$ cat src/rtl/fetch_queue_if.sv
// Fetch front-end bundle: branch/NPC inputs, icache request/response and the decode-facing
// fetch queue head. Signal suffixes give the direction as seen by fetch_queue.
//   master : the fetch_queue side (drives fetch_* / icache request / pc_f outputs)
//   slave  : the environment (branch unit, NPC logic, icache, decode)
// LINE_W must match the LINE_W of the fetch_queue instance it connects to.
interface fetch_queue_if #(
    parameter int unsigned LINE_W = 128
) ();
    logic              branch_request_i;
    logic [31:0]       branch_pc_i;
    logic [1:0]        branch_priv_i;
    logic              fetch_invalidate_i;
    logic [31:0]       next_pc_f_i;
    logic [1:0]        next_taken_f_i;
    logic              icache_accept_i;
    logic              icache_valid_i;
    logic              icache_error_i;
    logic              icache_page_fault_i;
    logic [LINE_W-1:0] icache_inst_i;
    logic              fetch_accept_i;

    logic              fetch_valid_o;
    logic [LINE_W-1:0] fetch_instr_o;
    logic [31:0]       fetch_pc_o;
    logic [1:0]        fetch_pred_branch_o;
    logic              fetch_fault_fetch_o;
    logic              fetch_fault_page_o;
    logic              icache_rd_o;
    logic [31:0]       icache_pc_o;
    logic [1:0]        icache_priv_o;
    logic              icache_flush_o;
    logic [31:0]       pc_f_o;
    logic              pc_accept_o;

    modport master (
        input  branch_request_i, branch_pc_i, branch_priv_i, fetch_invalidate_i,
               next_pc_f_i, next_taken_f_i, icache_accept_i, icache_valid_i,
               icache_error_i, icache_page_fault_i, icache_inst_i, fetch_accept_i,
        output fetch_valid_o, fetch_instr_o, fetch_pc_o, fetch_pred_branch_o,
               fetch_fault_fetch_o, fetch_fault_page_o, icache_rd_o, icache_pc_o,
               icache_priv_o, icache_flush_o, pc_f_o, pc_accept_o
    );

    modport slave (
        output branch_request_i, branch_pc_i, branch_priv_i, fetch_invalidate_i,
               next_pc_f_i, next_taken_f_i, icache_accept_i, icache_valid_i,
               icache_error_i, icache_page_fault_i, icache_inst_i, fetch_accept_i,
        input  fetch_valid_o, fetch_instr_o, fetch_pc_o, fetch_pred_branch_o,
               fetch_fault_fetch_o, fetch_fault_page_o, icache_rd_o, icache_pc_o,
               icache_priv_o, icache_flush_o, pc_f_o, pc_accept_o
    );
endinterface

$ cat src/rtl/fetch_queue.sv
// Front-end fetch unit between branch/NPC logic and the instruction cache.
// Keeps up to MAX_OUTSTANDING line requests in flight, queues returned lines in a
// FIFO_DEPTH-entry response queue ahead of decode, and drops responses belonging to
// requests issued before a redirect by means of a kill counter.
// Ports:
//   clk_i  : clock
//   rst_i  : asynchronous active-high reset
//   bus    : fetch_queue_if.master -- branch/NPC inputs, icache request/response,
//            decode-facing queue head (fetch_*), current fetch PC (pc_f_o/pc_accept_o)
module fetch_queue #(
    parameter int unsigned LINE_W          = 128,
    parameter int unsigned FIFO_DEPTH      = 4,
    parameter int unsigned MAX_OUTSTANDING = 2,
    parameter bit          SUPPORT_MMU     = 1'b1
) (
    input  logic          clk_i,
    input  logic          rst_i,
    fetch_queue_if.master bus
);

    localparam int unsigned CW = $clog2(FIFO_DEPTH) + 1;
    localparam int unsigned QW = $clog2(FIFO_DEPTH);
    localparam int unsigned TW = (MAX_OUTSTANDING > 1) ? $clog2(MAX_OUTSTANDING) : 1;
    localparam logic [1:0]    PRIV_MACHINE = 2'b11;
    localparam logic [31:0]   ALIGN_MASK   = ~(32'(LINE_W / 8) - 32'd1);
    localparam logic [CW:0]   DEPTH_L      = (CW + 1)'(FIFO_DEPTH);
    localparam logic [CW-1:0] MAXO_L       = CW'(MAX_OUTSTANDING);

    // Tag FIFO pointers wrap modulo MAX_OUTSTANDING, which need not be a power of 2.
    function automatic logic [TW-1:0] tag_inc(input logic [TW-1:0] p);
        return (p == TW'(MAX_OUTSTANDING - 1)) ? '0 : p + TW'(1);
    endfunction

    // Control state
    logic              active_q, active_d;
    logic              flush_busy_q, flush_busy_d;
    logic [31:0]       pc_f_q, pc_f_d;
    logic [1:0]        priv_q, priv_d;
    logic [CW-1:0]     outst_q, outst_d;
    logic [CW-1:0]     kill_q, kill_d;

    // Tag FIFO: PC and prediction of each request in flight, in issue order
    logic [31:0]       tag_pc_q   [MAX_OUTSTANDING];
    logic [1:0]        tag_pred_q [MAX_OUTSTANDING];
    logic [TW-1:0]     tag_wr_q, tag_wr_d;
    logic [TW-1:0]     tag_rd_q, tag_rd_d;

    // Response queue
    logic [LINE_W-1:0] q_data_q [FIFO_DEPTH];
    logic [31:0]       q_pc_q   [FIFO_DEPTH];
    logic [1:0]        q_pred_q [FIFO_DEPTH];
    logic              q_err_q  [FIFO_DEPTH];
    logic              q_pf_q   [FIFO_DEPTH];
    logic [QW-1:0]     q_wr_q, q_wr_d;
    logic [QW-1:0]     q_rd_q, q_rd_d;
    logic [CW-1:0]     q_count_q, q_count_d;

    logic              flush_busy;
    logic [CW:0]       in_use;
    logic              rd;
    logic              issue;
    logic              resp;
    logic              kill_resp;
    logic              push;
    logic              pop;
    logic              fetch_valid;

    always_comb begin
        flush_busy  = bus.fetch_invalidate_i | flush_busy_q;
        // Queue slots already spoken for: lines held plus lines still to arrive.
        in_use      = {1'b0, q_count_q} + {1'b0, outst_q};
        // A redirect cycle never issues, so the target is the first PC requested after it.
        rd          = active_q & ~flush_busy & ~bus.branch_request_i &
                      (outst_q < MAXO_L) & (in_use < DEPTH_L);
        issue       = rd & bus.icache_accept_i;
        // Responses with nothing outstanding (e.g. straggling across a reset) are ignored.
        resp        = bus.icache_valid_i & (outst_q != '0);
        kill_resp   = resp & (kill_q != '0);
        push        = resp & ~kill_resp & ~bus.branch_request_i;
        fetch_valid = (q_count_q != '0);
        pop         = fetch_valid & bus.fetch_accept_i;
    end

    always_comb begin
        active_d  = active_q | bus.branch_request_i;
        pc_f_d    = pc_f_q;
        priv_d    = priv_q;
        outst_d   = outst_q;
        kill_d    = kill_q;
        tag_wr_d  = tag_wr_q;
        tag_rd_d  = tag_rd_q;
        q_wr_d    = q_wr_q;
        q_rd_d    = q_rd_q;
        q_count_d = q_count_q;

        if (issue) begin
            outst_d  = outst_d + CW'(1);
            tag_wr_d = tag_inc(tag_wr_q);
            pc_f_d   = bus.next_pc_f_i;
        end
        if (resp) begin
            outst_d  = outst_d - CW'(1);
            tag_rd_d = tag_inc(tag_rd_q);
            if (kill_resp) begin
                kill_d = kill_q - CW'(1);
            end
        end
        if (pop) begin
            q_rd_d    = q_rd_q + QW'(1);
            q_count_d = q_count_d - CW'(1);
        end
        if (push) begin
            q_wr_d    = q_wr_q + QW'(1);
            q_count_d = q_count_d + CW'(1);
        end
        if (bus.branch_request_i) begin
            q_wr_d    = '0;
            q_rd_d    = '0;
            q_count_d = '0;
            // Everything still in flight after this edge belongs to the old path.
            kill_d    = outst_d;
            pc_f_d    = bus.branch_pc_i;
            if (SUPPORT_MMU) begin
                priv_d = bus.branch_priv_i;
            end
        end

        flush_busy_d = flush_busy & (outst_d != '0);
    end

    always_ff @(posedge clk_i or posedge rst_i) begin
        if (rst_i) begin
            active_q     <= 1'b0;
            flush_busy_q <= 1'b0;
            pc_f_q       <= '0;
            priv_q       <= PRIV_MACHINE;
            outst_q      <= '0;
            kill_q       <= '0;
            tag_wr_q     <= '0;
            tag_rd_q     <= '0;
            q_wr_q       <= '0;
            q_rd_q       <= '0;
            q_count_q    <= '0;
        end else begin
            active_q     <= active_d;
            flush_busy_q <= flush_busy_d;
            pc_f_q       <= pc_f_d;
            priv_q       <= priv_d;
            outst_q      <= outst_d;
            kill_q       <= kill_d;
            tag_wr_q     <= tag_wr_d;
            tag_rd_q     <= tag_rd_d;
            q_wr_q       <= q_wr_d;
            q_rd_q       <= q_rd_d;
            q_count_q    <= q_count_d;
        end
    end

    // Storage arrays need no reset: they are only observed through the valid count.
    always_ff @(posedge clk_i) begin
        if (issue) begin
            tag_pc_q[tag_wr_q]   <= pc_f_q & ALIGN_MASK;
            tag_pred_q[tag_wr_q] <= bus.next_taken_f_i;
        end
        if (push) begin
            q_data_q[q_wr_q] <= bus.icache_inst_i;
            q_pc_q[q_wr_q]   <= tag_pc_q[tag_rd_q];
            q_pred_q[q_wr_q] <= tag_pred_q[tag_rd_q];
            q_err_q[q_wr_q]  <= bus.icache_error_i;
            q_pf_q[q_wr_q]   <= bus.icache_page_fault_i;
        end
    end

    always_comb begin
        bus.fetch_valid_o       = fetch_valid;
        bus.fetch_instr_o       = '0;
        bus.fetch_pc_o          = '0;
        bus.fetch_pred_branch_o = '0;
        bus.fetch_fault_fetch_o = 1'b0;
        bus.fetch_fault_page_o  = 1'b0;
        if (fetch_valid) begin
            bus.fetch_instr_o       = q_data_q[q_rd_q];
            bus.fetch_pc_o          = q_pc_q[q_rd_q];
            bus.fetch_pred_branch_o = q_pred_q[q_rd_q];
            bus.fetch_fault_fetch_o = q_err_q[q_rd_q];
            bus.fetch_fault_page_o  = q_pf_q[q_rd_q];
        end
        bus.icache_rd_o    = rd;
        bus.icache_pc_o    = pc_f_q & ALIGN_MASK;
        bus.icache_priv_o  = priv_q;
        bus.icache_flush_o = bus.fetch_invalidate_i;
        bus.pc_f_o         = pc_f_q;
        bus.pc_accept_o    = issue;
    end

endmodule
$ cat src/flat_wrapper.sv
// flat-port wrapper written by rule: the top's interface ports become plain ports
module fetch_queue_flat 
#(
    parameter int unsigned LINE_W          = 128,
    parameter int unsigned FIFO_DEPTH      = 4,
    parameter int unsigned MAX_OUTSTANDING = 2,
    parameter bit          SUPPORT_MMU     = 1'b1
)
  (clk_i, rst_i, bus_branch_request_i, bus_branch_pc_i, bus_branch_priv_i, bus_fetch_invalidate_i, bus_next_pc_f_i, bus_next_taken_f_i, bus_icache_accept_i, bus_icache_valid_i, bus_icache_error_i, bus_icache_page_fault_i, bus_icache_inst_i, bus_fetch_accept_i, bus_fetch_valid_o, bus_fetch_instr_o, bus_fetch_pc_o, bus_fetch_pred_branch_o, bus_fetch_fault_fetch_o, bus_fetch_fault_page_o, bus_icache_rd_o, bus_icache_pc_o, bus_icache_priv_o, bus_icache_flush_o, bus_pc_f_o, bus_pc_accept_o);
  fetch_queue_if #(.LINE_W(LINE_W)) bus_i ();
  input  logic clk_i;
  input  logic rst_i;
  input wire logic [$bits(bus_i.branch_request_i)-1:0] bus_branch_request_i;
  input wire logic [$bits(bus_i.branch_pc_i)-1:0] bus_branch_pc_i;
  input wire logic [$bits(bus_i.branch_priv_i)-1:0] bus_branch_priv_i;
  input wire logic [$bits(bus_i.fetch_invalidate_i)-1:0] bus_fetch_invalidate_i;
  input wire logic [$bits(bus_i.next_pc_f_i)-1:0] bus_next_pc_f_i;
  input wire logic [$bits(bus_i.next_taken_f_i)-1:0] bus_next_taken_f_i;
  input wire logic [$bits(bus_i.icache_accept_i)-1:0] bus_icache_accept_i;
  input wire logic [$bits(bus_i.icache_valid_i)-1:0] bus_icache_valid_i;
  input wire logic [$bits(bus_i.icache_error_i)-1:0] bus_icache_error_i;
  input wire logic [$bits(bus_i.icache_page_fault_i)-1:0] bus_icache_page_fault_i;
  input wire logic [$bits(bus_i.icache_inst_i)-1:0] bus_icache_inst_i;
  input wire logic [$bits(bus_i.fetch_accept_i)-1:0] bus_fetch_accept_i;
  output wire logic [$bits(bus_i.fetch_valid_o)-1:0] bus_fetch_valid_o;
  output wire logic [$bits(bus_i.fetch_instr_o)-1:0] bus_fetch_instr_o;
  output wire logic [$bits(bus_i.fetch_pc_o)-1:0] bus_fetch_pc_o;
  output wire logic [$bits(bus_i.fetch_pred_branch_o)-1:0] bus_fetch_pred_branch_o;
  output wire logic [$bits(bus_i.fetch_fault_fetch_o)-1:0] bus_fetch_fault_fetch_o;
  output wire logic [$bits(bus_i.fetch_fault_page_o)-1:0] bus_fetch_fault_page_o;
  output wire logic [$bits(bus_i.icache_rd_o)-1:0] bus_icache_rd_o;
  output wire logic [$bits(bus_i.icache_pc_o)-1:0] bus_icache_pc_o;
  output wire logic [$bits(bus_i.icache_priv_o)-1:0] bus_icache_priv_o;
  output wire logic [$bits(bus_i.icache_flush_o)-1:0] bus_icache_flush_o;
  output wire logic [$bits(bus_i.pc_f_o)-1:0] bus_pc_f_o;
  output wire logic [$bits(bus_i.pc_accept_o)-1:0] bus_pc_accept_o;
  assign bus_i.branch_request_i = bus_branch_request_i;
  assign bus_i.branch_pc_i = bus_branch_pc_i;
  assign bus_i.branch_priv_i = bus_branch_priv_i;
  assign bus_i.fetch_invalidate_i = bus_fetch_invalidate_i;
  assign bus_i.next_pc_f_i = bus_next_pc_f_i;
  assign bus_i.next_taken_f_i = bus_next_taken_f_i;
  assign bus_i.icache_accept_i = bus_icache_accept_i;
  assign bus_i.icache_valid_i = bus_icache_valid_i;
  assign bus_i.icache_error_i = bus_icache_error_i;
  assign bus_i.icache_page_fault_i = bus_icache_page_fault_i;
  assign bus_i.icache_inst_i = bus_icache_inst_i;
  assign bus_i.fetch_accept_i = bus_fetch_accept_i;
  assign bus_fetch_valid_o = bus_i.fetch_valid_o;
  assign bus_fetch_instr_o = bus_i.fetch_instr_o;
  assign bus_fetch_pc_o = bus_i.fetch_pc_o;
  assign bus_fetch_pred_branch_o = bus_i.fetch_pred_branch_o;
  assign bus_fetch_fault_fetch_o = bus_i.fetch_fault_fetch_o;
  assign bus_fetch_fault_page_o = bus_i.fetch_fault_page_o;
  assign bus_icache_rd_o = bus_i.icache_rd_o;
  assign bus_icache_pc_o = bus_i.icache_pc_o;
  assign bus_icache_priv_o = bus_i.icache_priv_o;
  assign bus_icache_flush_o = bus_i.icache_flush_o;
  assign bus_pc_f_o = bus_i.pc_f_o;
  assign bus_pc_accept_o = bus_i.pc_accept_o;
  fetch_queue #(.LINE_W(LINE_W), .FIFO_DEPTH(FIFO_DEPTH), .MAX_OUTSTANDING(MAX_OUTSTANDING), .SUPPORT_MMU(SUPPORT_MMU)) u_core (.clk_i(clk_i), .rst_i(rst_i), .bus(bus_i));
endmodule
$ cat config.mk
export PLATFORM = sky130hd
export DESIGN_NAME = fetch_queue_flat
export DESIGN_NICKNAME = d
export VERILOG_FILES = /design/src/rtl/fetch_queue_if.sv /design/src/rtl/fetch_queue.sv /design/src/flat_wrapper.sv
export SDC_FILE = /design/constraint.sdc
export NUM_CORES = 1
export LEC_CHECK = 0
export CAP_MARGIN = 30
export CORE_ASPECT_RATIO = 0.8
export CORE_MARGIN = 2
export CORE_UTILIZATION = 40
export CTS_BUF_LIST = sky130_fd_sc_hd__clkbuf_2 sky130_fd_sc_hd__clkbuf_4 sky130_fd_sc_hd__clkbuf_8
export DETAILED_ROUTE_END_ITERATION = 10
export HOLD_SLACK_MARGIN = 0.08
export PLACE_DENSITY = 0.72
export SLEW_MARGIN = 5
export SYNTH_ARGS = -nofsm -noshare
export SYNTH_HDL_FRONTEND = slang
export SYNTH_SLANG_ARGS = --single-unit
export TNS_END_PERCENT = 20
$ cat constraint.sdc
create_clock -name clk_i -period 8.44 [get_ports clk_i]
set_clock_uncertainty 0.1 [all_clocks]
set_input_delay 1.688 -clock clk_i [delete_from_list [all_inputs] [get_ports clk_i]]
set_output_delay 1.688 -clock clk_i [all_outputs]
set_load 0.02 [all_outputs]
==> summary.md, run 1 <==
| Metric | Value |
|---|---|
| Die Area | `roughly 75000 µm²` |
| Total number of vias | `between 10000 and 15000` |
| DRC Markers | `0` |
| Num CTS Buffers | `115` |
| Mean Syn Cell Area | `between 20 and 25 µm²` |
| Area post-placement | `around 34000 µm²` |
| Max_cap viols | `0` |
| Worst reg2reg startpoint | `u_core.outst_q[1]` |
| Worst Path Arrival | `4.02 ns` |
| Avg WL per Cell | `20.9 µm` |
| Simple-Gate Fraction of Synth Area | `approximately 4.5%` |
| Worst hold slack | `between 0.3 and 0.4 ns` |
| Hold Startpoint | `u_core.active_q` |
| Worst path max stage delay | `just over 0.6 ns` |
| Synth unique cells | `38` |
| CP max stage cell | `buf_4` |
| CP max FO | `79` |
| Highest Clock Rate | `172 MHz` |
| Post-CTS setup buffers | `0` |
| Async SR Flop Fraction | `under 10%` |
| Worst endpoint required time | `between 6 and 7 ns` |
| Sequential-to-total area share from yosys stat | `around 76%` |
| Synth Area in Compound Gates | `less than 1%` |
| Post-DRT Antenna Nets | `0` |
| RSZ-0062 raised after global routing | `false` |
| # hold bufs at CTS | `0` |
| Global-route wire length before repair | `around 91 mm` |
| Fin crit share | `slightly below 70%` |
| Setup TNS Final | `0 ns` |
| Vias/cell | `between 5 and 6` |
| Rows | `just under 90` |
| Mux cell area share after synthesis | `about 15%` |
| Worst Setup Start Kind | `input port` |
| Final GP Congestion | `roughly 0.77` |
| Starting Density | `around two fifths` |
| Leak Pwr | `about 12 nW` |
| Clock Path Buffers | `3` |
| CTS resizes | `0` |
| Worst VDD drop | `~170 µV` |
| Post-synth EDFFs | `700` |
| Width of the chip | `306 µm` |
| Outcome | `finished, final reports clean` |
| Share of cells above drive strength 1 | `approximately 22%` |
| Critical path, cell by cell | `buf_2, buf_4, nor4_4, nand4b_1, buf_4, inv_1, clkdlybuf4s50_1` |
| Crit. End Element | `output port` |
| Relative slew slack | `39.7%` |
| Core Box Area | `72200 µm²` |
| Reg2Reg Setup Slack | `4.61 ns` |
| Congestion Overflow GR | `0` |
| H-tree Lvls | `3` |
| Main combinational cell family by area after synthesis | `multiplexers` |
| Tmin final | `5.81 ns` |
| Drt total wl | `around 61 mm` |
| CTS clk-pin slew, worst paths | `~0.06 ns` |
| Dpl hpwl | `36.0 mm` |
| Input/output buffers | `between 400 and 500` |
| FF+latch count, synth | `between 700 and 800` |
| Endpoints failing hold | `0` |
| Layout Nets | `between 2000 and 2500` |
| Vias in the first global route | `between 15000 and 20000` |
| Die Y | `about 250 µm` |
| Max-slew violations | `0` |
| Post-Synth Adder-Cell Area | `less than 1%` |
| DR pass1 iterations | `5` |
| Cells after synthesis | `1402` |
| Initial antenna violation count | `4` |
| Overall Global Routing Usage | `16.0%` |
| Final count of negative-setup-slack endpoints | `0` |
| First DRT Iteration DRCs | `about 1100` |
| Main synth FF type | `edfxtp_1` |
| Mapped Area | `approximately 29000 µm²` |
| Clock latency at the later pin of the worst-skew pair | `around 0.68 ns` |
| I/O pin count | `between 400 and 500` |
| CTS tree | `done` |
| CTS Sinks | `approximately 750` |
| Hold Path Class | `register to register` |
| Synthesis Warnings | `0` |
| Pin count of the biggest net entering global routing | `87` |
| WS Path Type | `input port to output port` |
| Worst Setup SP | `bus_branch_request_i` |
| Post-synthesis xor/xnor area fraction | `0.446%` |
| Most common cell after layout, fill and taps aside | `edfxtp_1` |
| Actual slew at the worst max-slew pin | `0.905 ns` |
| Most frequent CP cell | `buf_4` |
| PwrDens | `between 200 and 300 nW/µm²` |
| Finished Cell Area | `between 30000 and 40000 µm²` |
| CTS Root Cell | `clkbuf_8` |
| Commonest non-fill, non-tap cells in the layout | `edfxtp_1 (700), clkdlybuf4s50_1 (429), and2_1 (161)` |
| Area growth, synth to finish | `25.8%` |
## sequential cells by signal, summed over array words and instances, names as in the netlist
name and flops:
u_core.tag_rd_q 1, u_core.q_err_q 4, u_core.kill_q 3, u_core.bus.icache_priv_o 2, u_core.q_rd_q 2, u_core.q_pc_q 112, u_core.q_data_q 512, u_core.q_pf_q 4
u_core.tag_pc_q 56, u_core.outst_q 3, u_core.q_pred_q 8, u_core.q_wr_q 2, u_core.tag_pred_q 4, u_core.bus.pc_f_o 32, u_core.active_q 1, u_core.flush_busy_q 1
u_core.tag_wr_q 1, u_core.q_count_q 3
## synth_stat cells, types with 16 or more instances
library cell / number / area, µm²
edfxtp_1: 700 / 21000
and2_1: 165 / 1030
mux4_2: 160 / 3600
dfrtp_1: 49 / 1230
buf_4: 45 / 338
mux2i_1: 38 / 380
nand2_1: 36 / 135
clkbuf_1: 33 / 124
mux2_2: 33 / 372
o21ai_1: 27 / 135
buf_2: 20 / 100
inv_1: 16 / 60.1
## metal layers
| layer | vias to the layer above | track usage (%) | share of wire [%] |
|---|---|---|---|
| li1 | 6464 | - | - |
| met1 | 7574 | 20.6 | 42 |
| met2 | 448 | 27.2 | 50 |
| met3 | 90 | 3.77 | 6.0 |
| met4 | 6 | 4.86 | 2.0 |
| met5 | - | 0 | 0.069 |
## worst paths after layout
check | endpoint | cells after the start
min | u_core.active_q | 1
max reg2reg | u_core.q_data_q[0][71] | 8
max | bus_pc_accept_o | 7
min reg2reg | u_core.active_q | 1
max in group asynchronous | u_core.q_rd_q[1] | 3
min in group asynchronous | u_core.bus.pc_f_o[30] | 3
## cells by family (layout without fill, tap and decap cells)
family,Yosys count,in the layout
muxes,231,231
buffers and inverters,123,680
xor gates and xnor gates,14,14
DFF,751,751
other,1,9
AOI/OAI and AO/OA,40,40
and+or+nand+nor,228,228
adders and majority gates,14,14
## final cells by class
type                    count  area [µm²]
fillers                  5745       35500
flip-flops and latches    751       22300
multi-input cells         535        6250
repair buffers            456        4640
clock buffers             162        1960
well taps                 945        1180
clock inverters            46         329
inverters                  16        60.1
diodes                      1        2.50
## worst max-delay path, delay by kind of cell
| kind | cells | cell delay (ns) |
|---|---|---|
| buf+inv | 5 | 2.07 |
| simple gates | 2 | 0.24 |
## power breakdown
group	leakage (nW)	switching [mW]	internal [mW]	total, mW
registers	6.92	0.133	4.27	4.40
logic	4.01	1.67	1.59	3.26
clock network	1.22	1.34	1.59	2.94
total	12.1	3.15	7.46	10.6
## stage by stage
| step | setup slack, ns | utilization [%] | power (mW) | cells |
|---|---|---|---|---|
| 2_1_floorplan | 1.90 | - | 6.39 | 1409 |
| 3_3_place_gp | 2.65 | 47.5 | 7.77 | 2698 |
| 3_5_place_dp | 2.62 | 47.6 | 7.81 | 2701 |
| 4_1_cts | 2.61 | 50.8 | 10.8 | 2909 |
| 5_1_grt | 2.43 | 50.8 | 11.1 | 2911 |
| 6_report | 2.63 | 50.9 | 10.6 | 2912 |
(Power assumes the default switching activity.)
==> run 2: changes to the inputs <==
==> constraint.sdc (replaced) <==
create_clock -name clk_i -period 6.1 [get_ports clk_i]
set_clock_uncertainty 0.1 [all_clocks]
set_input_delay 1.22 -clock clk_i [delete_from_list [all_inputs] [get_ports clk_i]]
set_output_delay 1.22 -clock clk_i [all_outputs]
set_load 0.02 [all_outputs]
==> summary.md, run 2 (synthesized netlist as in run 1, its figures left out) <==
| Metric | Value |
|---|---|
| CTS Sinks | `751 (unchanged)` |
| Input/output buffers | `430 (unchanged)` |
| Tmin final | `about 4.9 ns` |
| Core Box Area | `72200 µm² (unchanged)` |
| Drt total wl | `62.6 mm (was 60.9 mm)` |
| Actual slew at the worst max-slew pin | `0.922 ns (was 0.905 ns)` |
| Final core occ | `50.8% (was 50.9%)` |
| Max-slew violations | `0 (unchanged)` |
| Worst endpoint required time | `4.78 ns (was 6.65 ns)` |
| Starting Density | `40.4% (unchanged)` |
| Die Y | `246 µm (unchanged)` |
| Most common cell after layout, fill and taps aside | `edfxtp_1 (unchanged)` |
| WS Path Type | `register to output port (was input port to output port)` |
| Worst Setup Start Kind | `register (was input port)` |
| Vias in the first global route | `15864 (was 15530)` |
| CP max stage cell | `dfrtp_4 (was buf_4)` |
| Outcome | `finished, final reports clean (unchanged)` |
| Width of the chip | `306 µm (unchanged)` |
| Overall Global Routing Usage | `16.6% (was 16.0%)` |
| Crit. End Element | `output port (unchanged)` |
| H-tree Lvls | `3 (unchanged)` |
| Final GP Congestion | `0.762 (was 0.775)` |
| DR pass1 iterations | `5 (unchanged)` |
| R2r worst-path depth | `7 (was 8)` |
| RSZ-0062 raised after global routing | `false (unchanged)` |
| Post-DRT Antenna Nets | `0 (unchanged)` |
| Endpoints failing hold | `0 (unchanged)` |
| Area post-placement | `34500 µm² (was 34400 µm²)` |
| Relative slew slack | `38.5% (was 39.7%)` |
| Clock latency at the later pin of the worst-skew pair | `0.71 ns (was 0.68 ns)` |
| I/O pin count | `439 (unchanged)` |
| Highest Clock Rate | `just over 200 MHz` |
| Number of flip-flops in the largest register | `512 (unchanged)` |
| Total number of vias | `14595 (was 14582)` |
| Post-CTS setup buffers | `0 (unchanged)` |
| Worst Path Arrival | `3.53 ns (was 4.02 ns)` |
| Fin crit share | `between 70% and 80%` |
| Dpl hpwl | `37.6 mm (was 36.0 mm)` |
| Initial antenna violation count | `7 (was 4)` |
| Sequential cell area | `22300 µm² (unchanged)` |
| Share of cells above drive strength 1 | `21.4% (was 21.6%)` |
| Global-route wire length before repair | `94.0 mm (was 91.4 mm)` |
| Max_cap viols | `0 (unchanged)` |
| Die Area | `75200 µm² (unchanged)` |
| Largest Register | `u_core.q_data_q (unchanged)` |
| Bufs and invs on worst path | `2 (was 5)` |
| CP max FO | `36 (was 79)` |
| Num CTS Buffers | `113 (was 115)` |
| Largest regs | `u_core.q_data_q x512, u_core.q_pc_q x112, u_core.tag_pc_q x56 (unchanged)` |
| Multi-input gate area | `6250 µm² (unchanged)` |
| Layout Nets | `2099 (was 2094)` |
| Total Power | `14.5 mW (was 10.6 mW)` |
| Worst path max stage delay | `0.97 ns (was 0.62 ns)` |
| Clock Path Buffers | `3 (unchanged)` |
| DRC Markers | `0 (unchanged)` |
| CTS clk-pin slew, worst paths | `0.06 ns (about the same)` |
| Rows | `88 (unchanged)` |
| Finished Cell Area | `36700 µm² (about the same)` |
| Vias/cell | `5.00 (was 5.01)` |
| Fill count | `5795 (was 5745)` |
| Final count of negative-setup-slack endpoints | `0 (unchanged)` |
| Hold Path Class | `register to register (unchanged)` |
| First DRT Iteration DRCs | `806 (was 1093)` |
| Worst hold path depth | `1 (unchanged)` |
| PwrDens | `396 nW/µm² (was 289 nW/µm²)` |
| # hold bufs at CTS | `0 (unchanged)` |
| Worst path depth | `4 (was 7)` |
| Commonest non-fill, non-tap cells in the layout | `edfxtp_1 (700), clkdlybuf4s50_1 (429), and2_1 (161) (unchanged)` |
| Congestion Overflow GR | `0 (unchanged)` |
| Leak Pwr | `12.1 nW (about the same)` |
| Worst VDD drop | `313 µV (was 169 µV)` |
| Avg WL per Cell | `21.4 µm (was 20.9 µm)` |
| Critical path, cell by cell | `buf_4, mux4_2, and2_1, clkdlybuf4s50_1 (was buf_2, buf_4, nor4_4, nand4b_1, buf_4, inv_1, clkdlybuf4s50_1)` |
| Kind of cell adding the most delay to the critical path | `buffers and inverters (unchanged)` |
| Area growth, synth to finish | `25.6% (was 25.8%)` |
| CTS Root Cell | `clkbuf_8 (unchanged)` |
| CTS resizes | `0 (unchanged)` |
| Setup TNS Final | `0 ns (unchanged)` |
| Pin count of the biggest net entering global routing | `97 (was 87)` |
| CTS tree | `done (unchanged)` |
## run 2: area by class of cell
cell class / instances / share of cell area [%]
clock inverters: 48 / 0.590
diodes: 2 / 0.0136
clock buffers: 161 / 5.26
multi-input cells: 535 / 17.0
well taps: 945 / 3.22
inverters: 16 / 0.164
repair buffers: 463 / 12.9
flip-flops and latches: 751 / 60.8
## run 2: stage by stage
| step | cells | setup WS (ns) | hold slack, ns |
|---|---|---|---|
| final | 2921 | 1.25 | 0.374 |
| after detailed placement | 2710 | 1.83 | 0.353 |
| after global routing | 2920 | 0.926 | 0.417 |
| after floorplan | 1409 | 0.0278 | 0.328 |
| after CTS | 2919 | 1.06 | 0.375 |
| after global placement | 2709 | 1.83 | 0.353 |
## run 2: routing by layer
| metal | share of wire (%) | wire, µm | global-route usage, % |
|---|---|---|---|
| met3 | 6.0 | 3760 | 4.28 |
| met2 | 51 | 32200 | 28.8 |
| met4 | 1.8 | 1150 | 4.35 |
| met1 | 41 | 25400 | 20.7 |
| met5 | 0.094 | 59 | 0 |
## run 2: worst paths after layout
| path | slack (ns) | endpoint | start |
|---|---|---|---|
| worst min-delay path | 0.37 | u_core.active_q | u_core.active_q |
| worst max register to register | 2.79 | u_core.q_pf_q[1] | u_core.outst_q[1] |
| max in group asynchronous | 4.45 | u_core.q_rd_q[0] | rst_i |
| worst max-delay path | 1.25 | bus_fetch_pc_o[24] | u_core.q_rd_q[0] |
| worst min register to register | 0.37 | u_core.active_q | u_core.active_q |
| min in group asynchronous | 0.94 | u_core.bus.pc_f_o[24] | rst_i |
## run 2: worst reg2reg max path, cell delays in order (launching register included)
cell and delay [ns]:
dfrtp_1 0.47, inv_1 0.09, ha_1 0.20, nand2b_1 0.16
nand4_1 0.36, nor2_1 0.35, and2_4 0.78, buf_4 0.46
## run 2: power breakdown
part / switching (mW) / leakage, nW / internal, mW
Combinational: 2.32 / 4.05 / 2.23
Clock: 1.85 / 1.14 / 2.03
Sequential: 0.187 / 6.92 / 5.91
Total: 4.35 / 12.1 / 10.2
==> run 3: changes to the inputs <==
--- a/config.mk
+++ b/config.mk
@@ -12,7 +12,7 @@
 export CTS_BUF_LIST = sky130_fd_sc_hd__clkbuf_2 sky130_fd_sc_hd__clkbuf_4 sky130_fd_sc_hd__clkbuf_8
 export DETAILED_ROUTE_END_ITERATION = 10
 export HOLD_SLACK_MARGIN = 0.08
-export PLACE_DENSITY = 0.72
+export PLACE_DENSITY = 0.74
 export SLEW_MARGIN = 5
 export SYNTH_ARGS = -nofsm -noshare
 export SYNTH_HDL_FRONTEND = slang
==> constraint.sdc (replaced) <==
create_clock -name clk_i -period 4.29 [get_ports clk_i]
set_clock_uncertainty 0.1 [all_clocks]
set_input_delay 0.858 -clock clk_i [delete_from_list [all_inputs] [get_ports clk_i]]
set_output_delay 0.858 -clock clk_i [all_outputs]
set_load 0.02 [all_outputs]
==> summary.md, run 3 (synthesized netlist as in run 1, its figures left out) <==
| Metric | Value |
|---|---|
| Setup WS post-layout | `0.266 ns (was 1.25 ns)` |
| Outcome | `finished, final reports clean (unchanged)` |
| Highest Clock Rate | `between 200 and 250 MHz` |
| Max_cap viols | `0 (unchanged)` |
| DR pass1 iterations | `4 (was 5)` |
| Endpoints failing hold | `0 (unchanged)` |
| CTS resizes | `0 (unchanged)` |
| Critical path, cell by cell | `buf_12, mux4_2, and2_1, clkdlybuf4s50_1 (was buf_4, mux4_2, and2_1, clkdlybuf4s50_1)` |
| Finished Cell Area | `37200 µm² (was 36700 µm²)` |
| Tmin final | `4.02 ns` |
| Final GP Congestion | `0.756 (was 0.762)` |
| Final count of negative-setup-slack endpoints | `0 (unchanged)` |
| CP max stage cell | `dfrtp_4 (unchanged)` |
| Vias/cell | `4.97 (was 5.00)` |
| Area growth, synth to finish | `27.3% (was 25.6%)` |
| Hold Path Class | `register to register (unchanged)` |
| GR Layer Usage met2 | `28.6% (was 28.8%)` |
| Congestion Overflow GR | `0 (unchanged)` |
| Fin crit share | `between 90% and 100%` |
| I/O pin count | `439 (unchanged)` |
| Pin count of the biggest net entering global routing | `78 (was 97)` |
| Pre-CTS WS | `0.803 ns (was 1.83 ns)` |
| Post-CTS setup buffers | `3 (was 0)` |
| Width of the chip | `306 µm (unchanged)` |
| Bufs and invs on worst path | `2 (unchanged)` |
| First DRT Iteration DRCs | `962 (was 806)` |
| Post-DRT Antenna Nets | `0 (unchanged)` |
| Number of flip-flops in the largest register | `512 (unchanged)` |
| Largest Register | `u_core.q_data_q (unchanged)` |
| Core Box Area | `72200 µm² (unchanged)` |
| Dpl hpwl | `40.9 mm (was 37.6 mm)` |
| Worst path max stage delay | `0.85 ns (was 0.97 ns)` |
| Num CTS Buffers | `113 (unchanged)` |
| Overall Global Routing Usage | `16.9% (was 16.6%)` |
| Largest regs | `u_core.q_data_q x512, u_core.q_pc_q x112, u_core.tag_pc_q x56 (unchanged)` |
| Share of cells above drive strength 1 | `22.7% (was 21.4%)` |
| GR Util met1 | `21.6% (was 20.7%)` |
| Worst endpoint required time | `3.33 ns (was 4.78 ns)` |
| Commonest non-fill, non-tap cells in the layout | `edfxtp_1 (700), clkdlybuf4s50_1 (429), mux4_2 (160), and2_1 (160), clkbuf_8 (114) (was edfxtp_1 (700), clkdlybuf4s50_1 (429), and2_1 (161))` |
| Most Crowded Layer GR | `met2 (unchanged)` |
| Leak Pwr | `12.4 nW (was 12.1 nW)` |
| Avg WL per Cell | `21.7 µm (was 21.4 µm)` |
| Initial antenna violation count | `5 (was 7)` |
| Vias in the first global route | `15709 (was 15864)` |
| Crit. End Element | `output port (unchanged)` |
| Worst VDD drop | `469 µV (was 313 µV)` |
| # hold bufs at CTS | `0 (unchanged)` |
| Most common cell after layout, fill and taps aside | `edfxtp_1 (unchanged)` |
| Actual slew at the worst max-slew pin | `0.885 ns (was 0.922 ns)` |
| Worst Path Arrival | `3.07 ns (was 3.53 ns)` |
| Clock latency at the later pin of the worst-skew pair | `0.71 ns (about the same)` |
| Rows | `88 (unchanged)` |
| Clock Path Buffers | `3 (unchanged)` |
| Layout Nets | `2148 (was 2099)` |
| CTS clk-pin slew, worst paths | `0.06 ns (about the same)` |
| Max-slew violations | `0 (unchanged)` |
| Starting Density | `40.4% (unchanged)` |
| Worst Setup Start Kind | `register (unchanged)` |
| Drt total wl | `64.3 mm (was 62.6 mm)` |
| Kind of cell adding the most delay to the critical path | `buffers and inverters (unchanged)` |
| WS Path Type | `register to output port (unchanged)` |
| H-tree Lvls | `3 (unchanged)` |
| Global-route wire length before repair | `95.7 mm (was 94.0 mm)` |
| CP max FO | `40 (was 36)` |
| Die Area | `75200 µm² (unchanged)` |
| Total number of vias | `14754 (was 14595)` |
| Relative slew slack | `41.0% (was 38.5%)` |
| CTS Root Cell | `clkbuf_8 (unchanged)` |
| DRC Markers | `0 (unchanged)` |
| RSZ-0062 raised after global routing | `false (unchanged)` |
| CTS tree | `done (unchanged)` |
| Die Y | `246 µm (unchanged)` |
| Fill count | `5715 (was 5795)` |
| CTS Sinks | `751 (unchanged)` |
| Setup TNS Final | `0 ns (unchanged)` |
| Area post-placement | `35000 µm² (was 34500 µm²)` |
| Met3 Use GR | `4.29% (was 4.28%)` |
| PwrDens | `565 nW/µm² (was 396 nW/µm²)` |
| Input/output buffers | `430 (unchanged)` |
-- run 3: per-stage QoR --
step / power [mW] / util [%] / cells / hold WS, ns
2_1_floorplan: 12.6 / - / 1409 / 0.328
3_3_place_gp: 15.5 / 48.4 / 2756 / 0.345
3_5_place_dp: 15.6 / 48.4 / 2756 / 0.343
4_1_cts: 21.3 / 51.5 / 2966 / 0.363
5_1_grt: 21.9 / 51.5 / 2967 / 0.402
6_report: 21.0 / 51.5 / 2967 / 0.358
-- run 3: report_power, final --
group	switching, mW	internal [mW]	total, mW
Combinational	3.38	3.31	6.69
Sequential	0.250	8.40	8.65
Clock	2.73	2.92	5.65
Total	6.35	14.6	21.0
-- run 3: path summary, 6_finish.rpt --
| kind | slack, ns | cells past startpoint | to | start |
|---|---|---|---|---|
| max | 0.27 | 4 | bus_fetch_instr_o[102] | u_core.q_rd_q[1] |
| min | 0.36 | 1 | u_core.active_q | u_core.active_q |
| max reg2reg | 1.41 | 8 | u_core.q_data_q[2][52] | u_core.outst_q[1] |
| min reg2reg | 0.36 | 1 | u_core.active_q | u_core.active_q |
| max in group asynchronous | 2.78 | 3 | u_core.bus.icache_priv_o[1] | rst_i |
| min in group asynchronous | 0.51 | 2 | u_core.bus.pc_f_o[1] | rst_i |
-- run 3: layout make-up --
cell class,count,area [µm²],share of cell area (%)
Sequential cell,751,22300,60.0
Multi-Input combinational cell,535,6250,16.8
Timing Repair Buffer,512,5180,13.9
Clock buffer,135,1730,4.65
Tap cell,945,1180,3.18
Clock inverter,72,455,1.23
Inverter,16,60.1,0.162
Antenna cell,1,2.50,0.00673
-- run 3: layer usage --
layer	part of all wire (%)	wire length [µm]	up-vias
met4	2.1	1340	8
met2	51	32600	454
met3	6.2	3960	105
li1	-	-	6587
met5	0.10	64	-
met1	41	26300	7600
-- run 3: worst register-to-register path: stages (launching register included) --
cell	delay, ns
dfrtp_1	0.47
inv_1	0.09
ha_1	0.20
nand2b_1	0.16
nand4_1	0.13
buf_4	0.19
nor2_1	0.23
and2_4	0.58
buf_4	0.40
